File: config.mk
export PLATFORM = sky130hd
export DESIGN_NAME = booth_mul_arbiter
export DESIGN_NICKNAME = d
export VERILOG_FILES = /design/src/rtl/booth_mul_arbiter.sv
export SDC_FILE = /design/constraint.sdc
export NUM_CORES = 1
export LEC_CHECK = 0
export ABC_AREA = 1
export CELL_PAD_IN_SITES_DETAIL_PLACEMENT = 1
export CELL_PAD_IN_SITES_GLOBAL_PLACEMENT = 1
export CORE_MARGIN = 2
export CORE_UTILIZATION = 40
export DETAILED_ROUTE_END_ITERATION = 7
export PLACE_DENSITY = 0.79
export SLEW_MARGIN = 20
export SYNTH_ARGS = -nofsm -noshare
export SYNTH_HDL_FRONTEND = slang
export SYNTH_SLANG_ARGS = --single-unit
File: constraint.sdc
create_clock -name clk -period 7 [get_ports clk]
set_input_delay 1.4 -clock clk [delete_from_list [all_inputs] [get_ports clk]]
set_output_delay 1.4 -clock clk [all_outputs]
set_load 0.01 [all_outputs]
File: src/rtl/booth_mul_arbiter.sv
// Two requesters share one radix-4 Booth 8x8 signed multiplier; result shows 2 cycles after accept.
// Both ready lines are low while a result waits in HOLD for out_ready.
module booth_mul_arbiter #(
  parameter int Operand_Width = 8,
  parameter int Product_Width = 16
) (
  input  logic                     clk,
  input  logic                     rst_n,
  input  logic                     req0_valid,
  output logic                     req0_ready,
  input  logic [Operand_Width-1:0] req0_multiplicand,
  input  logic [Operand_Width-1:0] req0_multiplier,
  input  logic                     req1_valid,
  output logic                     req1_ready,
  input  logic [Operand_Width-1:0] req1_multiplicand,
  input  logic [Operand_Width-1:0] req1_multiplier,
  output logic                     out_valid,
  input  logic                     out_ready,
  output logic [Product_Width-1:0] out_product,
  output logic                     out_id,
  output logic [15:0]              op_count
);

  typedef enum logic [1:0] {IDLE, CALC, HOLD} state_t;

  state_t                   state;
  logic                     last_grant;
  logic [Operand_Width-1:0] mcand_q;
  logic [Operand_Width-1:0] mplier_q;
  logic                     id_q;
  logic                     grant0;
  logic                     grant1;

  // Ties go to the requester not served last; rst_n gating keeps ready low during reset.
  assign grant0 = (state == IDLE) && rst_n && req0_valid && (!req1_valid || last_grant);
  assign grant1 = (state == IDLE) && rst_n && req1_valid && !grant0;
  assign req0_ready = grant0;
  assign req1_ready = grant1;

  logic [Product_Width-1:0] mcand_ext;
  logic [Operand_Width:0]   mplier_ext;
  logic [Product_Width-1:0] pp;
  logic [Product_Width-1:0] booth_sum;

  assign mcand_ext  = {{(Product_Width-Operand_Width){mcand_q[Operand_Width-1]}}, mcand_q};
  assign mplier_ext = {mplier_q, 1'b0};

  // Radix-4 recoding: each overlapping 3-bit group selects 0, +-M or +-2M at weight 4^i.
  always_comb begin
    booth_sum = '0;
    pp        = '0;
    for (int i = 0; i < Operand_Width / 2; i++) begin
      case (mplier_ext[2*i +: 3])
        3'b001, 3'b010: pp = mcand_ext;
        3'b011:         pp = mcand_ext << 1;
        3'b100:         pp = -(mcand_ext << 1);
        3'b101, 3'b110: pp = -mcand_ext;
        default:        pp = '0;
      endcase
      booth_sum = booth_sum + (pp << (2*i));
    end
  end

  always_ff @(posedge clk or negedge rst_n) begin
    if (!rst_n) begin
      state       <= IDLE;
      last_grant  <= 1'b1;
      mcand_q     <= '0;
      mplier_q    <= '0;
      id_q        <= 1'b0;
      out_valid   <= 1'b0;
      out_product <= '0;
      out_id      <= 1'b0;
      op_count    <= '0;
    end else begin
      case (state)
        IDLE: begin
          if (grant0 || grant1) begin
            mcand_q    <= grant1 ? req1_multiplicand : req0_multiplicand;
            mplier_q   <= grant1 ? req1_multiplier   : req0_multiplier;
            id_q       <= grant1;
            last_grant <= grant1;
            state      <= CALC;
          end
        end
        CALC: begin
          out_product <= booth_sum;
          out_id      <= id_q;
          out_valid   <= 1'b1;
          state       <= HOLD;
        end
        HOLD: begin
          if (out_ready) begin
            out_valid <= 1'b0;
            op_count  <= op_count + 16'd1;
            state     <= IDLE;
          end
        end
        default: state <= IDLE;
      endcase
    end
  end

endmodule

# Word-level counts from Yosys, hierarchy flattened
# Index checks and enable logic that the tools add are counted.
# classes
addsub	6
multipliers	0
div_mod_pow	0
magnitude_cmp	0
n_eq_ne	25
n_shift	0
mux	11
bitwise	0
n_reduce_logical	21
# ops
operator	n
$pmux W14 S4	1
$add A16 B16 Y16	3
$pmux W12 S4	1
$pmux W16 S3	1
$pmux W10 S4	1
$neg A16 Y16	2
$eq A3 B3 Y1 const B	9
$eq A3 B2 Y1 const B	6
$add A16 B1 Y16 const B	1
$mux W8	2
$reduce_or A2 Y1	6
$eq A3 B1 Y1 const B	3
$reduce_and A2 Y1	4
$eq A2 B2 Y1 const B	3
$pmux W2 S3	1
$logic_and A1 B1 Y1	5
$eq A2 B1 Y1 const B	2
$mux W2	2
$logic_not A1 Y1	2
$logic_not A2 Y1	1
$logic_or A1 B1 Y1	2
$ne A2 B1 Y1 const B	1
$ne A2 B2 Y1 const B	1
$pmux W1 S2	1
2 further kinds	2
# word_totals
reg_bits	54
latch_bits	0
ramBits	0
mem_bits_ro	0
input_bits	37
output_inout_bits	36
wordCells	72
n_memories	0

# Logic depth before layout (Yosys ltp)
# logic_depth
word_depth	9
ltp_mapped	26

# Worst setup path before layout
# Ideal clock, no wire load.
# synth_timing
path_kind	register -> register
start	register mcand_q[2]
end	register out_product[12]
setup_ns	0.082
arrival_ns	3.979
required_ns	6.918
slack_ns	2.939
stages_incl_launch_ff	22
n_path_buf	1
synth_period_minus_slack_ns	4.061
path_cell_list	dfrtp_1 -> nor2_2 -> nand2_2 -> nor2_4 -> inv_1 -> ha_1 -> clkbuf_1 -> o221ai_1 -> fa_1 -> inv_1 -> fa_1 -> inv_1 -> ha_1 -> a21oi_1 -> nand2_1 -> nand2_1 -> nand2_1 -> a21oi_1 -> nor2_1 -> o21ai_0 -> nand3_1 -> a31oi_1
# synth_via
elab_chain_cells	5
word_cells_on_any_way	9
classes_between	add/sub: 5; mux: 4
# synth_rtl
item	line	text
start, declared	28	logic [Operand_Width-1:0] mcand_q;
start signal, assigned	79	mcand_q <= grant1 ? req1_multiplicand : req0_multiplicand;
$neg A16 Y16 (on tied branches)	57, 56	
$pmux W14 S4 / $pmux W16 S3 (equally long branches)	53	case (mplier_ext[2*i +: 3])
$add A16 B16 Y16 (2 in a row)	60	booth_sum = booth_sum + (pp << (2*i));
$add A16 B16 Y16 (*)	60	
end signal, assigned	87	out_product <= booth_sum;
end, declared	19	output logic [Product_Width-1:0] out_product,
# Mark *: on every way between the ends. The rest lies on a longest branch, timed or not.
# A chain may end at the register's enable or synchronous reset.

# Worst setup path in the final report
# layout_timing
start	register mcand_q[1]
end	register out_product[13]
# The elaborated chain is that of the path after synthesis.

==> reports/metrics.cfg <==
[outcome]
outcome=finished clean

[place]
dp_cells=780
hpwl_um=11330
port_buffers=72
gp_congestion=0.9504

[global_route]
grt_pass1_wl_um=22070
grt_pass1_vias=4333
grt_max_degree=49
antenna_found_initial=0
overflow=0
grt_usage_pct=23.60

[yosys]
synth_area_um2=4489
avgSynthCellArea_um2=7.794
ys_async_sr_fraction_pct=100.0
netlist_instances=576
ys_types=40
synth_seq_cells=54
ys_seq_area_share_pct=30.13
syn-num-nets=653
synth_ff_type=dfrtp_1
synth_edf_count=0
yosysWarnings=0

[worst_hold_path]
min_path_type=reg2reg
hold-path-cell-count=1

[critical_path]
critical_path.top_delay_family=adder cells
crit_cells=26
crit_type=reg2reg
cp-start-kind=flop
cp_max_fo=8
cp.buffers_inverters=3
cp_slowest_cell=fa_1
crit_path_end_kind=flop
crit_arrival_ns=4.73
ff2ff_path_depth=26
required_ns=7.24
critPathMostFrequentCell=nand2_1
crit_path_max_incr_delay_ns=0.54

[routing]
route.detailed.drc=0
drt-wirelength-per-cell_um=17.41
dr.pass1.iters=4
ant_nets=0
num_vias=4325
routed_wl_um=13720
drtIter0Drc=268
vias_per_cell=5.489

[sta]
maxSlewHeadroom_pct=42.73
timing.final.crit_share_pct=64.20
tightest_slew_ns=0.8570
fin_crit_ns=4.494
grt_setup_unrepaired=no
finClkSkew_ns=0.01888
slew_viol_final=0
setup_viol=0
max_freq_ghz=0.2225
timing.setup.tns_ns=0
hold_viol_final=0

[layout]
syn_to_final_growth_pct=21.46
drive_gt1_share_pct=8.488
final_nets=724
layoutNonFillerInstCount=788
fillerInstances=1343
antenna_cells=0

[clock_network]
hold_buffers=0
tritoncts=built
cts_setup_buffers=0
cts-resized-gates=0
clk_pin_slew_ns=0.12
clk_latency_ns=0.34
htreeDepth=2
cts.sinks=54
clockBufferDepth=2
clock-root-buffer=clkbuf_8
cts_made_buffers=5

[floorplan]
die_h_um=109.9
start_util_pct=41.23
ios=73
die_w_um=109.9
dieArea_um2=12090
row_count=38
fp.coreArea_um2=10890

[run]
maxCapViolCount=0

-- final timing paths --
path	startpoint	end	slack [ns]
max	mcand_q[1]	out_product[13]	2.51
min	op_count[15]	op_count[15]	0.48
max reg2reg	mcand_q[1]	out_product[13]	2.51
min reg2reg	op_count[15]	op_count[15]	0.48
max in group asynchronous	rst_n	mplier_q[3]	5.20
min in group asynchronous	rst_n	mplier_q[1]	0.93
-- per-stage QoR --
stage | util (%) | hold slack [ns] | instance area [um^2] | setup slack (ns)
after floorplan | - | 0.4529 | 4489 | 2.939
after global placement | 49.16 | 0.4556 | 5353 | 2.630
after detailed placement | 49.16 | 0.4616 | 5353 | 2.498
after CTS | 50.08 | 0.4847 | 5453 | 2.494
after global routing | 50.08 | 0.5026 | 5453 | 2.137
final | 50.08 | 0.4802 | 5453 | 2.506
-- area by class of cell --
class | count | area, um^2 | share of cell area [%]
clock buffers | 6 | 82.58 | 1.514
clock inverters | 2 | 17.52 | 0.3212
inverters | 98 | 367.9 | 6.746
multi-input cells | 414 | 2726 | 50.00
flip-flops and latches | 54 | 1353 | 24.81
well taps | 140 | 175.2 | 3.212
repair buffers | 74 | 730.7 | 13.40
-- placed cells by master (no fill, tap or decap), types with 10 or more instances in the layout --
cell type,synthesis,routed
clkdlybuf4s50_1,0,71
o22ai_1,33,33
o21ai_0,45,45
fa_1,21,21
nand2_1,101,101
o221ai_1,11,11
nand3_1,26,26
dfrtp_1,53,53
inv_1,89,89
ha_1,19,19
a21oi_1,25,25
nor2_1,43,43
xor2_1,10,10
-- cell usage after synthesis, types with 4 or more instances --
cell	n	area, um^2
nand2_1	101	379.1
inv_1	89	334.1
dfrtp_1	53	1326
o21ai_0	45	225.2
nor2_1	43	161.4
o22ai_1	33	206.5
nand3_1	26	130.1
a21oi_1	25	125.1
fa_1	21	420.4
ha_1	19	237.7
o221ai_1	11	96.34
xor2_1	10	87.58
nand4_1	9	56.30
a221oi_1	8	70.07
clkbuf_1	8	30.03
nor2_2	8	50.05
xnor2_1	8	70.07
inv_2	7	26.28
nand2_2	7	43.79
nand3_2	7	70.07
nor2_4	5	56.30
o211ai_1	5	37.54
nor3_1	4	20.02
-- flip-flops by register name, summed over array words and instances (netlist names) --
register,cells
op_count,16
last_grant,1
mplier_q,8
out_valid,1
id_q,1
out_id,1
out_product,16
mcand_q,8
state,2
-- per-layer routing --
metal  GRT usage, %  vias to the layer above  wire [um]
li1               -                     2088          -
met1          30.83                     2113       6247
met2          41.45                      103       6697
met3          2.667                       21        491
met4          5.787                        0        282
met5              0                        -          0
-- logic make-up (layout without fill, tap and decap cells) --
| group | count (synthesis) | in the layout | share of synthesized area, % |
|---|---|---|---|
| AND/OR/NAND/NOR | 218 | 218 | 23.55 |
| AO/OA/AOI/OAI | 137 | 137 | 18.76 |
| buffers and inverters | 108 | 180 | 9.142 |
| flip-flops | 54 | 54 | 30.13 |
| adder cells (fa/ha/maj) | 40 | 40 | 14.66 |
| XOR/XNOR | 18 | 18 | 3.512 |
| multiplexers | 1 | 1 | 0.2508 |
Power is not shown: default switching activity piles up to over one toggle a cycle in this logic, so the estimate is an artifact.
